### config.mk
export PLATFORM = sky130hd
export DESIGN_NAME = alu_cmp_iter
export DESIGN_NICKNAME = d
export VERILOG_FILES = /design/src/rtl/alu_cmp_pkg.sv /design/src/rtl/alu_cmp_slice.sv /design/src/rtl/alu_cmp_iter.sv
export SDC_FILE = /design/constraint.sdc
export NUM_CORES = 1
export LEC_CHECK = 0
export BUFFER_PORTS_ARGS = -buffer_cell sky130_fd_sc_hd__clkbuf_2
export CAP_MARGIN = 20
export CORE_ASPECT_RATIO = 1.2
export CORE_MARGIN = 5
export CORE_UTILIZATION = 35
export CTS_CLUSTER_DIAMETER = 120
export CTS_CLUSTER_SIZE = 10
export DETAILED_ROUTE_END_ITERATION = 12
export GPL_TIMING_DRIVEN = 0
export PLACE_DENSITY = 0.67
export SYNTH_ARGS = -nofsm -noshare
export SYNTH_HDL_FRONTEND = slang
export SYNTH_SLANG_ARGS = --single-unit
export TNS_END_PERCENT = 20
### constraint.sdc
create_clock -name clk -period 3.21 [get_ports clk]
set_input_delay 0.1605 -clock clk [delete_from_list [all_inputs] [get_ports clk]]
set_output_delay 0.1605 -clock clk [all_outputs]
set_load 0.01 [all_outputs]
### src/rtl/alu_cmp_pkg.sv
`default_nettype none
// ============================================================================
//  Module      : alu_cmp_pkg
//  Description : Shared encodings for the iterative ALU compare stage:
//                compare function codes, FSM states, slice relation and
//                the relation-to-flag decode.
//  Revision    : 1.0  initial release
// ============================================================================
package alu_cmp_pkg;

    // Compare function codes carried on the fun port
    localparam logic [2:0] CMP_NE  = 3'b000;
    localparam logic [2:0] CMP_EQ  = 3'b001;
    localparam logic [2:0] CMP_LT  = 3'b010;
    localparam logic [2:0] CMP_GE  = 3'b011;
    localparam logic [2:0] CMP_LE  = 3'b100;
    localparam logic [2:0] CMP_LTZ = 3'b101;
    localparam logic [2:0] CMP_LEZ = 3'b110;
    localparam logic [2:0] CMP_GTZ = 3'b111;

    // Controller states
    typedef enum logic [1:0] {
        ST_IDLE = 2'd0,
        ST_RUN  = 2'd1,
        ST_DONE = 2'd2
    } state_t;

    // Relation of operand A to operand B once a decisive slice is found
    typedef enum logic [1:0] {
        REL_LT = 2'd0,
        REL_EQ = 2'd1,
        REL_GT = 2'd2
    } rel_t;

    // Functions that compare A against zero; B is replaced by 0 at capture
    function automatic logic is_zero_fun(input logic [2:0] fun);
        return (fun == CMP_LTZ) || (fun == CMP_LEZ) || (fun == CMP_GTZ);
    endfunction

    // Map the final relation onto the single result flag for a function
    function automatic logic decode_flag(input logic [2:0] fun, input rel_t rel);
        logic w_lt;
        logic w_eq;
        logic w_gt;
        logic w_flag;
        w_lt = (rel == REL_LT);
        w_eq = (rel == REL_EQ);
        w_gt = (rel == REL_GT);
        case (fun)
            CMP_EQ:  w_flag = w_eq;
            CMP_NE:  w_flag = !w_eq;
            CMP_LT:  w_flag = w_lt;
            CMP_LTZ: w_flag = w_lt;
            CMP_GE:  w_flag = !w_lt;
            CMP_LE:  w_flag = w_lt | w_eq;
            CMP_LEZ: w_flag = w_lt | w_eq;
            CMP_GTZ: w_flag = w_gt;
            default: w_flag = 1'b0;
        endcase
        return w_flag;
    endfunction

endpackage
`default_nettype wire

### src/rtl/alu_cmp_slice.sv
`default_nettype none
// ============================================================================
//  Module      : alu_cmp_slice
//  Description : Combinational unsigned magnitude compare of one SLICE-bit
//                chunk of the operands. Exactly one of lt/eq/gt is high.
//  Revision    : 1.0  initial release
// ============================================================================
module alu_cmp_slice #(
    parameter int SLICE = 8
) (
    input  logic [SLICE-1:0] x,
    input  logic [SLICE-1:0] y,
    output logic             lt,
    output logic             eq,
    output logic             gt
);

    assign lt = (x < y);
    assign eq = (x == y);
    assign gt = (x > y);

endmodule
`default_nettype wire

### src/rtl/alu_cmp_iter.sv
`default_nettype none
// ============================================================================
//  Module      : alu_cmp_iter
//  Description : Multi-cycle WIDTH-bit compare. Operands are compared SLICE
//                bits per cycle starting from the most significant slice and
//                stopping at the first slice that differs. Signed compares
//                are turned into unsigned ones by flipping both MSBs when the
//                operands are captured. valid/ready on both sides.
//  Revision    : 1.0  initial release
// ============================================================================
module alu_cmp_iter
    import alu_cmp_pkg::*;
#(
    parameter int WIDTH = 32,
    parameter int SLICE = 8
) (
    input  logic             clk,
    input  logic             reset,
    input  logic             flush,
    input  logic             in_valid,
    output logic             in_ready,
    input  logic [WIDTH-1:0] a,
    input  logic [WIDTH-1:0] b,
    input  logic [2:0]       fun,
    input  logic             sgn,
    output logic             out_valid,
    input  logic             out_ready,
    output logic [WIDTH-1:0] result
);

    localparam int            NSLICE = WIDTH / SLICE;
    localparam int            KW     = (NSLICE > 1) ? $clog2(NSLICE) : 1;
    localparam logic [KW-1:0] K_TOP  = KW'(NSLICE - 1);

    state_t             r_state;
    logic [WIDTH-1:0]   r_a;
    logic [WIDTH-1:0]   r_b;
    logic [2:0]         r_fun;
    logic [KW-1:0]      r_k;
    logic [WIDTH-1:0]   r_result;
    logic               r_out_valid;

    logic               w_accept;
    logic [WIDTH-1:0]   w_b_sel;
    logic [WIDTH-1:0]   w_a_cap;
    logic [WIDTH-1:0]   w_b_cap;
    logic [31:0]        w_base;
    logic [SLICE-1:0]   w_xs;
    logic [SLICE-1:0]   w_ys;
    logic               w_lt;
    logic               w_eq;
    logic               w_gt;
    logic               w_decisive;
    rel_t               w_rel;

    // Accept when idle, or when the current result leaves on this very edge;
    // flush blocks acceptance outright.
    assign in_ready = !flush &&
                      ((r_state == ST_IDLE) || ((r_state == ST_DONE) && out_ready));
    assign w_accept = in_valid && in_ready;

    // Zero-compare functions ignore B; signed mode moves to offset binary so
    // every later slice compare can be plain unsigned.
    assign w_b_sel  = is_zero_fun(fun) ? '0 : b;
    assign w_a_cap  = {a[WIDTH-1] ^ sgn, a[WIDTH-2:0]};
    assign w_b_cap  = {w_b_sel[WIDTH-1] ^ sgn, w_b_sel[WIDTH-2:0]};

    // Select the slice currently under comparison
    assign w_base   = 32'(r_k) * 32'(SLICE);
    assign w_xs     = r_a[w_base +: SLICE];
    assign w_ys     = r_b[w_base +: SLICE];

    alu_cmp_slice #(
        .SLICE (SLICE)
    ) u_slice (
        .x  (w_xs),
        .y  (w_ys),
        .lt (w_lt),
        .eq (w_eq),
        .gt (w_gt)
    );

    // A differing slice settles the answer; an equal last slice means EQ
    assign w_decisive = !w_eq || (r_k == '0);
    assign w_rel      = w_lt ? REL_LT : (w_gt ? REL_GT : REL_EQ);

    // Operand, function and slice-index registers
    always_ff @(posedge clk or negedge reset) begin
        if (!reset) begin
            r_a   <= '0;
            r_b   <= '0;
            r_fun <= CMP_NE;
            r_k   <= '0;
        end else if (w_accept) begin
            r_a   <= w_a_cap;
            r_b   <= w_b_cap;
            r_fun <= fun;
            r_k   <= K_TOP;
        end else if ((r_state == ST_RUN) && !flush && !w_decisive) begin
            r_k   <= r_k - KW'(1);
        end
    end

    // Control FSM with registered out_valid and result
    always_ff @(posedge clk or negedge reset) begin
        if (!reset) begin
            r_state     <= ST_IDLE;
            r_out_valid <= 1'b0;
            r_result    <= '0;
        end else if (flush) begin
            r_state     <= ST_IDLE;
            r_out_valid <= 1'b0;
        end else begin
            case (r_state)
                ST_IDLE: begin
                    if (w_accept) begin
                        r_state <= ST_RUN;
                    end
                end
                ST_RUN: begin
                    if (w_decisive) begin
                        r_result    <= WIDTH'(decode_flag(r_fun, w_rel));
                        r_out_valid <= 1'b1;
                        r_state     <= ST_DONE;
                    end
                end
                ST_DONE: begin
                    if (out_ready) begin
                        r_out_valid <= 1'b0;
                        r_state     <= w_accept ? ST_RUN : ST_IDLE;
                    end
                end
                default: begin
                    r_state     <= ST_IDLE;
                    r_out_valid <= 1'b0;
                end
            endcase
        end
    end

    assign out_valid = r_out_valid;
    assign result    = r_result;

endmodule
`default_nettype wire
=== Word level (Yosys, flattened, before mapping) ===
Index checks and enable logic that the tools add are counted.

* Reductions and logical operators: 24
* Divide/modulo/power cells: 0
* Bitwise operators: 4
* Equality and inequality tests: 19
* Shift-type cells: 2
* $add $sub $neg: 1
* Muxes and demuxes: 16
* Multipliers: 0
* Order comparisons: 2

{| class="wikitable"
|+ Operators with widths
! operator !! number
|-
| $shiftx A32 B6 Y8 || 2
|-
| $mux W32 || 1
|-
| $eq A3 B3 Y1 const B || 7
|-
| $mux W2 || 8
|-
| $ne A3 B3 Y1 const B || 3
|-
| $reduce_and A3 Y1 || 3
|-
| $eq A8 B8 Y1 || 1
|-
| $gt A8 B8 Y1 || 1
|-
| $lt A8 B8 Y1 || 1
|-
| $eq A3 B2 Y1 const B || 2
|-
| $logic_not A2 Y1 || 3
|-
| $pmux W1 S6 || 1
|-
| $pmux W2 S3 || 1
|-
| $logic_and A1 B1 Y1 || 5
|-
| $logic_not A1 Y1 || 5
|-
| $eq A2 B1 Y1 const B || 2
|-
| $eq A2 B2 Y1 const B || 2
|-
| $logic_or A1 B1 Y1 || 4
|-
| $mux W1 || 4
|-
| $reduce_or A2 Y1 || 2
|-
| $eq A3 B1 Y1 const B || 1
|-
| $logic_not A3 Y1 || 1
|-
| $pmux W1 S3 || 1
|-
| $ne A2 B2 Y1 const B || 1
|-
| 5 further kinds || 6
|}

* Bits of input ports: 73
* ROM bits: 0
* Output and inout bits: 34
* Bits in latches: 0
* Bits in registers: 73
* Memories kept: 0
* Memory bits (writable): 0
* Logic and storage cells: 75

=== Logic depth before layout (Yosys ltp) ===
Gate-level depths: netlist of the first run.

* Depth in word-level cells: 9
* Gate-level depth with buffers: 11

=== Modules after synthesis ===
From an unflattened synthesis of the first run, not the netlist that was laid out.

* Cell total of the unflattened synthesis: 336
* Area total of the unflattened synthesis: 3880.0 um^2

{| class="wikitable"
|+ Modules (own cells, without submodules)
! module !! cells each !! times used !! area an instance (um^2) !! seq. area each (um^2)
|-
| alu_cmp_iter || 307 || 1 || 3654.8 || 1826.8
|-
| alu_cmp_slice || 29 || 1 || 225.2 || 0.0
|}

=== Worst setup path after synthesis of the first run ===
No wires, ideal clock.

* Kind: reg2reg
* Start: register r_k[0]
* End: register r_k[0]
* Clock period less this slack: 2.595 ns
* Path slack: 0.615 ns
* Data arrival time: 2.461 ns
* Cell stages (with the launch flop): 10
* Buffers on the path: 2
* Data required time: 3.076 ns
* Path through: dfrtp_1 buf_2 buf_4 mux4_2 ha_1 nand4_1 or3_4 nand2b_4 xnor2_1 nand2_1

* Longest elaborated chain between the ends: 7
* Elaborated cells between the ends (all ways): 12
* Classes of those cells: add/sub (1); eq/ne (1); shift (2); mux (2); reduce/logical (6)

{| class="wikitable"
|+ RTL lines
! what !! line !! RTL
|-
| start: declaration || alu_cmp_iter.sv:39 || <nowiki>logic [KW-1:0] r_k;</nowiki>
|-
| start signal: assignment || alu_cmp_iter.sv:100 || <nowiki>r_k <= r_k - KW'(1);</nowiki>
|-
| $shiftx A32 B6 Y8 (on tied branches) || alu_cmp_iter.sv:70, alu_cmp_iter.sv:71 ||
|-
| $eq A8 B8 Y1 || alu_cmp_slice.sv:19 || <nowiki>assign eq = (x == y);</nowiki>
|-
| $logic_not A1 Y1 || alu_cmp_iter.sv:84 || <nowiki>assign w_decisive = !w_eq || (r_k == '0);</nowiki>
|-
| $logic_or A1 B1 Y1 || alu_cmp_iter.sv:84 ||
|-
| $logic_not A1 Y1 || alu_cmp_iter.sv:99 || <nowiki>end else if ((r_state == ST_RUN) && !flush && !w_decisive) begin</nowiki>
|-
| $logic_and A1 B1 Y1 || alu_cmp_iter.sv:99 ||
|-
| $reduce_bool A2 Y1 (no line) || - ||
|}

Parallel ways exist; a longest one is shown, timed or not. The select of a mux whose other input is x is not followed.
A chain may end at the register's enable or synchronous reset.

=== Final worst setup path of the first run ===
* Start: register r_k[1]
* End: register r_k[0]

* Longest elaborated chain between the ends: 7
* Elaborated cells between the ends (all ways): 9
* Classes of those cells: eq/ne (1); shift (2); reduce/logical (6)

{| class="wikitable"
|+ RTL lines
! what !! line
|-
| $shiftx A32 B6 Y8 (on tied branches) || alu_cmp_iter.sv:70, alu_cmp_iter.sv:71
|-
| $eq A8 B8 Y1 || alu_cmp_slice.sv:19
|-
| $logic_not A1 Y1 || alu_cmp_iter.sv:84
|-
| $logic_or A1 B1 Y1 * || alu_cmp_iter.sv:84
|-
| $logic_not A1 Y1 * || alu_cmp_iter.sv:99
|-
| $logic_and A1 B1 Y1 * || alu_cmp_iter.sv:99
|-
| $reduce_bool A2 Y1 (no line) * || -
|}

Every way passes the cells marked *; elsewhere a longest branch is shown, timed or not.

==> reports/metrics.cfg, run 1 <==
[power_and_ir_drop]
irDropWorstVdd_uv=258.8
power_density_nw_per_um2=595.8
p_leak_nw=2.634

[outcome]
status=finished clean

[worst_setup_path]
crit_type=register to register
cp-end-kind=register
cp.buffers_inverters=2
required_ps=3400
arrival_ps=3110
crit_chain=clkbuf_1 -> buf_2 -> mux4_2 -> ha_1 -> nand4_1 -> or3_4 -> nand2b_4 -> xnor2_1 -> nand2_1
crit_family=simple AND/OR/NAND/NOR gates
crit_path_max_fanout=10
slowest_stage=clkbuf_1
startpoint_type=register
crit_path_max_incr_delay_ps=420

[global_route]
grt_overflow_total=0
first_global_vias=3118
grt_pass1_wl_um=15350
grt_use_total=0.1537
antenna_found_initial=0
grt_start_max_net_pins=56

[drt]
drt-vias-per-instance=4.713
firstDrtPassIters=4
via_count=3082
routed_wirelength_um=9726
drtIter0Drc=179
wl_per_cell_um=14.87
ant_nets=0
drcViolationCount=0

[yosys]
synth_top_area_cell=dfrtp_1
synth.area.mux_share=0.09834
yosysUniqueCellTypes=35
syn_area_um2=3766
synth_top_cells_by_count=nand2_1 (173), dfrtp_1 (73), buf_4 (32), nand3_1 (31), mux4_2 (16)
syn-instance-count=402
synth-compound-area-share=0.03156
synth-main-ff-cell=dfrtp_1
synth_most_common_cell=nand2_1
synth_xor_area_frac=0.006977
ys_seq_elements=73
synth-simple-area-share=0.2379
synthArstFlopShare=1.000
synth_edf_count=0
ys_top_cells_by_area=dfrtp_1 (49%), nand2_1 (17%), mux4_2 (9.6%)
yosysSeqAreaShare=0.4850
yosys_warnings=0
synth_top_family_by_area=simple AND/OR/NAND/NOR gates
synth_top_area_share=0.4850
synth_area_per_cell_um2=9.368
synthAdderAreaFrac=0.02990

[layout]
multiInputGateArea_um2=1640
drive_gt1_frac=0.2933
nNetsFinal=602
diodes=0
final-seq-area_um2=1827
layout.cells.non_filler=654
fillers=1027
syn2layout_area_growth_pct=27.08

[placement]
post-dp-hpwl_um=7400
port_buffers=75
dp.cells=637
routabilityCongestion=0.8010

[timing]
worst_pin_slew_ps=558.7
fin_setup_tns_ps=0
period_share=0.9099
grt_setup_unrepaired=false
relSlewSlack=0.6275
max_freq_ghz=0.3424
drv_slew=0
setup_violations=0
report.final.hold_viol_count=0
skew_ps=6.109
finalCriticalPeriod_ps=2921

[clock_tree]
post-cts-setup-buffers=0
htree_levels=3
clk_pin_slew_ps=60
clk_path_buf_depth=2
cts_root_buffer=clkbuf_16
cts_resized=0
cts_made_buffers=9
cts.sinks=73
clk-insertion-delay-late_ps=340
cts_tree=done

[die]
chipWidth_um=104.7
core-area_um2=10520
die_h_um=123.6
rows=41
dieArea_um2=12940
initial_core_util=0.3581
boundaryPins=107

[hold_path]
hp-class=primary input to register

[flow_run]
maxCapViolations=0

## layer usage
layer | track usage | vias to the layer above | part of all wire
li1 | - | 1481 | -
met2 | 0.2690 | 94 | 0.53
met1 | 0.1814 | 1492 | 0.39
met5 | 0 | - | 0
met4 | 0.06635 | 0 | 0.027
met3 | 0.03681 | 15 | 0.054
## kinds of logic after synthesis
family	count (synthesis)
adder cells (fa/ha/maj)	9
XOR/XNOR	3
AO/OA/AOI/OAI	18
multiplexers	17
flip-flops	73
AND/OR/NAND/NOR	218
buffers and inverters	63
other	1
## cell usage in the layout, fill, tap and decap left out, types with 3 or more instances in the layout
master	count
inv_1	11
nand2_1	173
nor2_1	4
o21ai_0	3
buf_6	5
nand3_1	31
clkbuf_1	9
dfrtp_1	73
mux4_2	16
buf_4	32
clkbuf_16	9
buf_2	5
conb_1	31
clkbuf_2	74
a21oi_1	4
ha_1	9
clkinvlp_4	3
## sequential cells by signal, indices dropped and copies added (netlist names)
register and cells:
r_b 32, r_state 2, out_valid 1, result 1, r_a 32, r_k 2
r_fun 3
## final timing paths
kind                                startpoint  slack, ps             endpoint  depth (start not counted)
hold / removal                           a[14]          9  r_a[14]$_DFFE_PN0P_                          3
max in group asynchronous                reset       2350  r_b[13]$_DFFE_PN0P_                          3
setup / recovery            r_k[1]$_DFFE_PN0P_        290   r_k[0]$_DFFE_PN0P_                          9
min in group asynchronous                reset        300   r_a[9]$_DFFE_PN0P_                          2
hold reg to reg            r_b[29]$_DFFE_PN0P_        460  r_b[29]$_DFFE_PN0P_                          2
setup reg to reg            r_k[1]$_DFFE_PN0P_        290   r_k[0]$_DFFE_PN0P_                          9
## layout make-up
type                    count  area share
inverters                  11    0.008627
well taps                 129     0.03373
repair buffers             77     0.08680
flip-flops and latches     73      0.3817
clock buffers              10     0.04993
clock inverters             6     0.01908
plain buffers              52     0.07739
multi-input cells         296      0.3427
## per-stage QoR
stage               instance area [um^2]    util  power, mW  worst slack, ps  hold WS, ps
global route                        4786  0.4551      3.006            93.33        18.63
finish                              4786  0.4551      2.851            289.4        9.070
floorplan                           3879       -      1.569            614.8       -135.1
detailed placement                  4446  0.4227      1.774            275.5        92.07
global placement                    4415  0.4199      1.737            300.8        352.1
CTS                                 4786  0.4551      2.865            256.3        10.99
## worst reg2reg max path: cells and delay by family, from the launching register on
family | cells | cell delay (ps)
mux | 1 | 350
fa+ha+maj | 1 | 330
xor+xnor | 1 | 160
flops | 1 | 320
buf+inv | 2 | 800
simple gates | 4 | 820
## what timing repair did
action | in CTS | in global routing
hold endpoints to repair | 18 | 0
hold buffers | 1 | 0
setup endpoints to repair | 0 | 0
## where the power goes
group,switching [mW],internal (mW)
combinational,0.306,0.282
clock,0.390,0.702
sequential,0.0899,1.08
No activity file was read; power rests on OpenSTA's default activity.
==> inputs of run 2 (changes only) <==
clock period = 2.7 ns   (was 3.21 ns; I/O delays follow)
==> run 2 against run 1 <==
Compared with the run above: register-to-register slack got worse by 220 ps; sequential share of layout area fell by 1.8 points; via count rose by 2.8%; combinational power increased by 29%; critical path depth did not move; largest cell class unchanged; largest power group unchanged.
==> reports/metrics.cfg, run 2 (synthesis gave the netlist of run 1 again) <==
[outcome]
status=finished clean

[placement]
port_buffers=75  ; unchanged
post-dp-hpwl_um=7400  ; unchanged
placed_area_um2=4446  ; unchanged
routabilityCongestion=0.8010  ; unchanged

[timing]
setup_violations=0  ; unchanged
max_freq_ghz=0.3800  ; +11%
period_share=0.9746  ; +0.06473
worst_pin_slew_ps=584.3  ; +25.58 ps
skew_ps=5.396  ; -0.7135 ps
drv_slew=0  ; unchanged
fin_setup_tns_ps=0  ; unchanged
relSlewSlack=0.6105  ; -0.01705
finalCriticalPeriod_ps=2631  ; -289.3 ps
hold_slack_ps=2.402  ; -6.668 ps
report.final.hold_viol_count=0  ; unchanged

[layout]
drive_gt1_frac=0.2989  ; +0.005560
mostFrequentLayoutCell=nand2_1
nNetsFinal=619  ; +2.8%
diodes=0  ; unchanged
final_area_um2=5029  ; +5.1%
final_cell_mix=nand2_1 (173), clkbuf_2 (74), dfrtp_1 (72)
syn2layout_area_growth_pct=33.52
top_regs=r_a x32, r_b x32, r_fun x3

[flow_run]
maxCapViolations=0  ; unchanged

[clock_tree]
cts.sinks=73  ; unchanged
cts_tree=done
htree_levels=3  ; unchanged
clk-insertion-delay-late_ps=340  ; about the same
cts_root_buffer=clkbuf_16
clk_path_buf_depth=2  ; unchanged
cts_made_buffers=9  ; unchanged
clk_pin_slew_ps=60  ; about the same

[worst_setup_path]
arrival_ps=2820  ; -290 ps
crit_type=register to register
startpoint_type=register
cp-end-kind=register
required_ps=2890  ; -510 ps
crit_path_max_fanout=5  ; -5

[global_route]
grt_overflow_total=0  ; unchanged
first_global_vias=3182  ; +2.1%
grt_pass1_wl_um=15640  ; +1.9%
antenna_found_initial=0  ; unchanged
grt_start_max_net_pins=56  ; unchanged
grt_use_total=0.1558  ; +0.002127

[die]
core-area_um2=10520  ; unchanged
rows=41  ; unchanged
chipWidth_um=104.7  ; unchanged
boundaryPins=107  ; unchanged
dieArea_um2=12940  ; unchanged
initial_core_util=0.3581  ; unchanged
die_h_um=123.6  ; unchanged

[drt]
wl_met2_um=5389  ; +5.2%
drcViolationCount=0  ; unchanged
wl_per_cell_um=15.07  ; +1.4%
wl_met3_um=480  ; -8.6%
routedLengthMet1_um=3968  ; +4.0%
topRoutingLayerUsed=met4
ant_nets=0  ; unchanged
via_count=3167  ; +2.8%
drt-vias-per-instance=4.720  ; +0.15%
firstDrtPassIters=4  ; unchanged
drtIter0Drc=199  ; +11%
routed_wirelength_um=10120  ; +4.0%

[hold_path]
hp-class=primary input to register

[power_and_ir_drop]
p_leak_nw=2.742  ; +4.1%
irDropWorstVdd_uv=314.2  ; +21%
power_density_nw_per_um2=685.4  ; +15%

run 2: changes by cell type in the layout (fill, tap and decap cells not counted), sizes merged:
cell | before | now
clkbuf | 94 | 95
buf | 44 | 46
dlygate4sd3 | 1 | 15
run 2: report_power, final:
group,leakage (nW),internal [mW],switching [mW]
Combinational,1.68,0.373,0.385
Clock,0.151,0.835,0.459
Sequential,0.915,1.29,0.110
run 2: cell type report:
type | instances | area (um^2)
Multi-Input combinational cell | 296 | 1673
Buffer | 51 | 391.6
Clock buffer | 10 | 239.0
Inverter | 11 | 41.29
Tap cell | 129 | 161.4
Timing Repair Buffer | 95 | 603.1
Clock inverter | 6 | 91.34
Fill cell | 1006 | 5488
Sequential cell | 73 | 1828
run 2: path summary, 6_finish.rpt:
kind / endpoint / start / slack, ps / cells after the start
max: r_k[0]$_DFFE_PN0P_ / r_k[0]$_DFFE_PN0P_ / 70 / 9
min: r_a[26]$_DFFE_PN0P_ / a[26] / 2 / 3
max reg2reg: r_k[0]$_DFFE_PN0P_ / r_k[0]$_DFFE_PN0P_ / 70 / 9
min reg2reg: r_b[29]$_DFFE_PN0P_ / r_b[29]$_DFFE_PN0P_ / 460 / 2
max in group asynchronous: r_k[1]$_DFFE_PN0P_ / reset / 1840 / 3
min in group asynchronous: r_a[9]$_DFFE_PN0P_ / reset / 280 / 2
run 2: routing by layer:
metal	up-vias	global-route usage
met5	-	0
met4	0	0.06954
met3	19	0.03525
met2	101	0.2734
met1	1525	0.1837
li1	1522	-
run 2: repair_timing:
action                                  in CTS  in global routing
hold buffers                                15                  0
endpoints found under the hold margin       32                  0
cloned                                       0                  1
endpoints found under the setup margin       4                  4
gates resized for setup                      6                  5
buffers inserted                             0                  3
pin swaps                                    0                  2
run 2: critical path: stages (launching register included):
cell and delay (ps):
dfrtp_1 380, buf_8 130, buf_12 120, mux4_2 520, ha_1 300, nand4_1 160, or3_4 450, nand2b_4 180
xnor2_2 150, nand2_1 80
run 2: metrics by stage:
step	worst slack [ps]	utilization	instances	total power, mW
finish	68.61	0.4782	671	3.447
global placement	-209.2	0.4199	636	2.065
global route	-47.47	0.4782	671	3.634
CTS	20.59	0.4700	667	3.424
floorplan	104.8	-	432	1.866
detailed placement	-234.5	0.4227	637	2.109
==> inputs of run 3 (changes only) <==
CTS_BUF_LIST = sky130_fd_sc_hd__clkbuf_16   (was not set)
SYNTH_HIERARCHICAL = 1   (was not set)
==> run 3 against run 2 <==
Compared with the run above: total power is 4.3% higher; count of clock-buffer cells in the layout is 1 lower; critical endpoint is now result[0]$_DFFE_PN0P_; synthesized cell count is 16% lower; global-route usage is 0.69 points lower; fmax is 1.1% higher; setup slack better by 29 ps; clock skew is 1.7 ps lower; sequential power hardly changed; final cell count is 11% lower; highest routed layer unchanged; largest cell class is now multi-input gates; register-to-register slack better by 30 ps; sequential share of layout area is 0.62 points lower.
==> reports/metrics.cfg, run 3 <==
[hold_path]
hp-class=primary input to register

[drt]
drtIter0Drc=177  ; -11%
firstDrtPassIters=4  ; unchanged
drt-vias-per-instance=4.641  ; -1.7%
drcViolationCount=0  ; unchanged
via_count=2766  ; -13%
ant_nets=0  ; unchanged
wl_per_cell_um=16.21  ; +7.6%
routed_wirelength_um=9663  ; -4.5%

[yosys]
yosys_warnings=6  ; +6
ys_seq_elements=73  ; unchanged
synth_top_cells_by_count=dfrtp_1 (73), nand2_1 (70), o21ai_0 (37), buf_4 (31), mux2_4 (30)
synth_area_per_cell_um2=11.55  ; +23%
syn-instance-count=336  ; -16%
synth_top_area_cell=dfrtp_1
synth-main-ff-cell=dfrtp_1
synth_most_common_cell=dfrtp_1
syn_area_um2=3880  ; +3.0%
synthArstFlopShare=1.000  ; unchanged
ys_top_cells_by_area=dfrtp_1 (47%), mux2_4 (12%), mux4_2 (9.3%)
synth_edf_count=0  ; unchanged
synth_top_area_share=0.4708  ; -0.01423
yosysUniqueCellTypes=37  ; +5.7%
yosysSeqAreaShare=0.4708  ; -0.01423

[global_route]
grt_start_max_net_pins=45  ; -20%
first_global_vias=3118  ; -2.0%
grt_pass1_wl_um=15490  ; -0.93%
grt_overflow_total=0  ; unchanged
grt_use_total=0.1489  ; -0.006891
antenna_found_initial=0  ; unchanged

[worst_setup_path]
slowest_stage=mux4_2
startpoint=r_k[0]$_DFFE_PN0P_
crit_path_max_incr_delay_ps=530  ; about the same
cp.buffers_inverters=3  ; +1
crit_type=register to register
startpoint_type=register
crit_family=compound AO/OA/AOI/OAI gates
crit_end=result[0]$_DFFE_PN0P_
crit_path_max_fanout=5  ; unchanged
r2r_cells=13  ; +4
cp-end-kind=register
required_ps=2950  ; +60 ps
arrival_ps=2860  ; +40 ps
crit_chain=buf_8 -> buf_12 -> mux4_2 -> inv_2 -> ha_4 -> nor2b_4 -> o211ai_2 -> a21oi_4 -> nor2_4 -> or3b_4 -> o21ai_2 -> o21ai_1 -> a31oi_1
worst-path-stages=13  ; +4
worstReg2RegStart=r_k[0]$_DFFE_PN0P_
r2r_end=result[0]$_DFFE_PN0P_
r2r_slack_ps=100  ; +30 ps

[layout]
final_area_um2=5116  ; +1.7%
diodes=0  ; unchanged
layout.cells.non_filler=596  ; -11%
top_regs=r_a x32, r_b x32, r_fun x3
final_cell_mix=clkbuf_2 (74), dfrtp_1 (72), nand2_1 (70)
mostFrequentLayoutCell=clkbuf_2
nNetsFinal=541  ; -13%
drive_gt1_frac=0.4461  ; +0.1472
syn2layout_area_growth_pct=31.86

[timing]
finalCriticalPeriod_ps=2603  ; -28.88 ps
max_freq_ghz=0.3842  ; +1.1%
setup_violations=0  ; unchanged
fin_setup_tns_ps=0  ; unchanged
drv_slew=0  ; unchanged
skew_ps=3.662  ; -1.734 ps
worst_pin_slew_ps=532.2  ; -52.03 ps
layout_setup_ws_ps=97.50  ; +28.88 ps
hold_slack_ps=26.58  ; +24.18 ps
period_share=0.9639  ; -0.01070
report.final.hold_viol_count=0  ; unchanged
grt_setup_unrepaired=true
relSlewSlack=0.6452  ; +0.03469

[placement]
port_buffers=75  ; unchanged
dp.cells=574  ; -9.9%
post-dp-hpwl_um=7121  ; -3.8%
placed_area_um2=4563  ; +2.6%
routabilityCongestion=0.7804  ; -2.6%
pre_cts_ws_ps=-619.4  ; -384.9 ps

[die]
rows=42  ; +2.4%
boundaryPins=107  ; unchanged
die_h_um=125.3  ; +1.4%
dieArea_um2=13300  ; +2.8%
initial_core_util=0.3550  ; -0.003152
core-area_um2=10930  ; +3.9%
chipWidth_um=106.1  ; +1.4%

[power_and_ir_drop]
p_leak_nw=2.587  ; -5.6%
power_density_nw_per_um2=702.7  ; +2.5%
irDropWorstVdd_uv=369.7  ; +18%

[clock_tree]
cts_root_buffer=clkbuf_16
cts_made_buffers=9  ; unchanged
htree_levels=3  ; unchanged
cts.sinks=73  ; unchanged
clk_pin_slew_ps=60  ; about the same
clk_path_buf_depth=2  ; unchanged
clk-insertion-delay-late_ps=330  ; about the same
cts_tree=done

[flow_run]
maxCapViolations=0  ; unchanged

[outcome]
status=finished clean

==> run 3: cell types whose count changed after synthesis, moves of 2 or more <==
cell,delta
mux2_4,+30
nand2_1,-103
and2_1,-2
nand3_1,-30
nor2_1,+4
o21ai_0,+34
mux2_2,+4
nor2b_4,+2
clkbuf_1,+3
buf_2,-3
==> run 3: cell families (layout without fill, tap and decap cells) <==
group | Yosys count | in the layout | share of synthesized area
and+or+nand+nor | 90 | 90 | 0.1025
other | 1 | 31 | 0.0009665
buffers and inverters | 60 | 158 | 0.09642
adders and majority gates | 9 | 9 | 0.02902
xor gates and xnor gates | 3 | 3 | 0.006773
muxes | 51 | 51 | 0.2232
AOI/OAI and AO/OA | 49 | 49 | 0.07030
DFF | 73 | 73 | 0.4708
==> run 3: timing repair <==
item                                    CTS  global route
gates cloned                              0             1
setup buffers                             4             1
hold buffers                              1             0
endpoints found under the hold margin    29             0
resized for setup                        12            20
endpoints found under the setup margin    6             3
pin swaps                                 0             7
==> run 3: per-layer routing <==
layer / track usage / part of all wire / vias to the layer above
li1: - / - / 1336
met4: 0.04802 / 0.0075 / 0
met3: 0.04072 / 0.043 / 7
met5: 0 / 0 / -
met2: 0.2570 / 0.54 / 66
met1: 0.1796 / 0.41 / 1357
==> run 3: how the worst min path moves through the flow <==
stage	to	depth (start not counted)	slack [ps]	from
detailed placement	r_state[1]$_DFFE_PN0P_	1	140	reset
global placement	out_valid$_DFFE_PN0P_	2	360	flush
global route	r_b[21]$_DFFE_PN0P_	3	30	b[21]
floorplan	out_valid$_DFFE_PN0P_	0	-160	reset
CTS	out_valid$_DFFE_PN0P_	2	10	flush
finish	r_b[21]$_DFFE_PN0P_	3	30	b[21]
==> run 3: layout make-up <==
class	instances	area (um^2)
multi-input combinational	233	1933
fill	1031	5814
clock buffer	9	225.2
clock inverter	7	85.08
timing repair buffer	83	474.2
inverter	11	41.29
tap	132	165.2
sequential	73	1828
buffer	48	364.1
==> run 3: metrics by stage <==
stage	power, mW	util
final	3.595	0.4681
after global routing	3.793	0.4681
after CTS	3.498	0.4544
after detailed placement	2.212	0.4175
after global placement	2.166	0.4154
after floorplan	1.974	-
==> run 3: report_power, final <==
group / switching [mW] / total, mW / internal [mW]
clock network: 0.439 / 1.24 / 0.798
registers: 0.119 / 1.41 / 1.30
logic: 0.413 / 0.944 / 0.531
==> run 3: worst reg2reg max path, delay by kind of cell (launching register included) <==
family                   cells  cell delay [ps]
flip-flops                   1              350
AO/OA/AOI/OAI                5              620
buffers and inverters        3              350
adder cells (fa/ha/maj)      1              130
multiplexers                 1              530
AND/OR/NAND/NOR              3              550
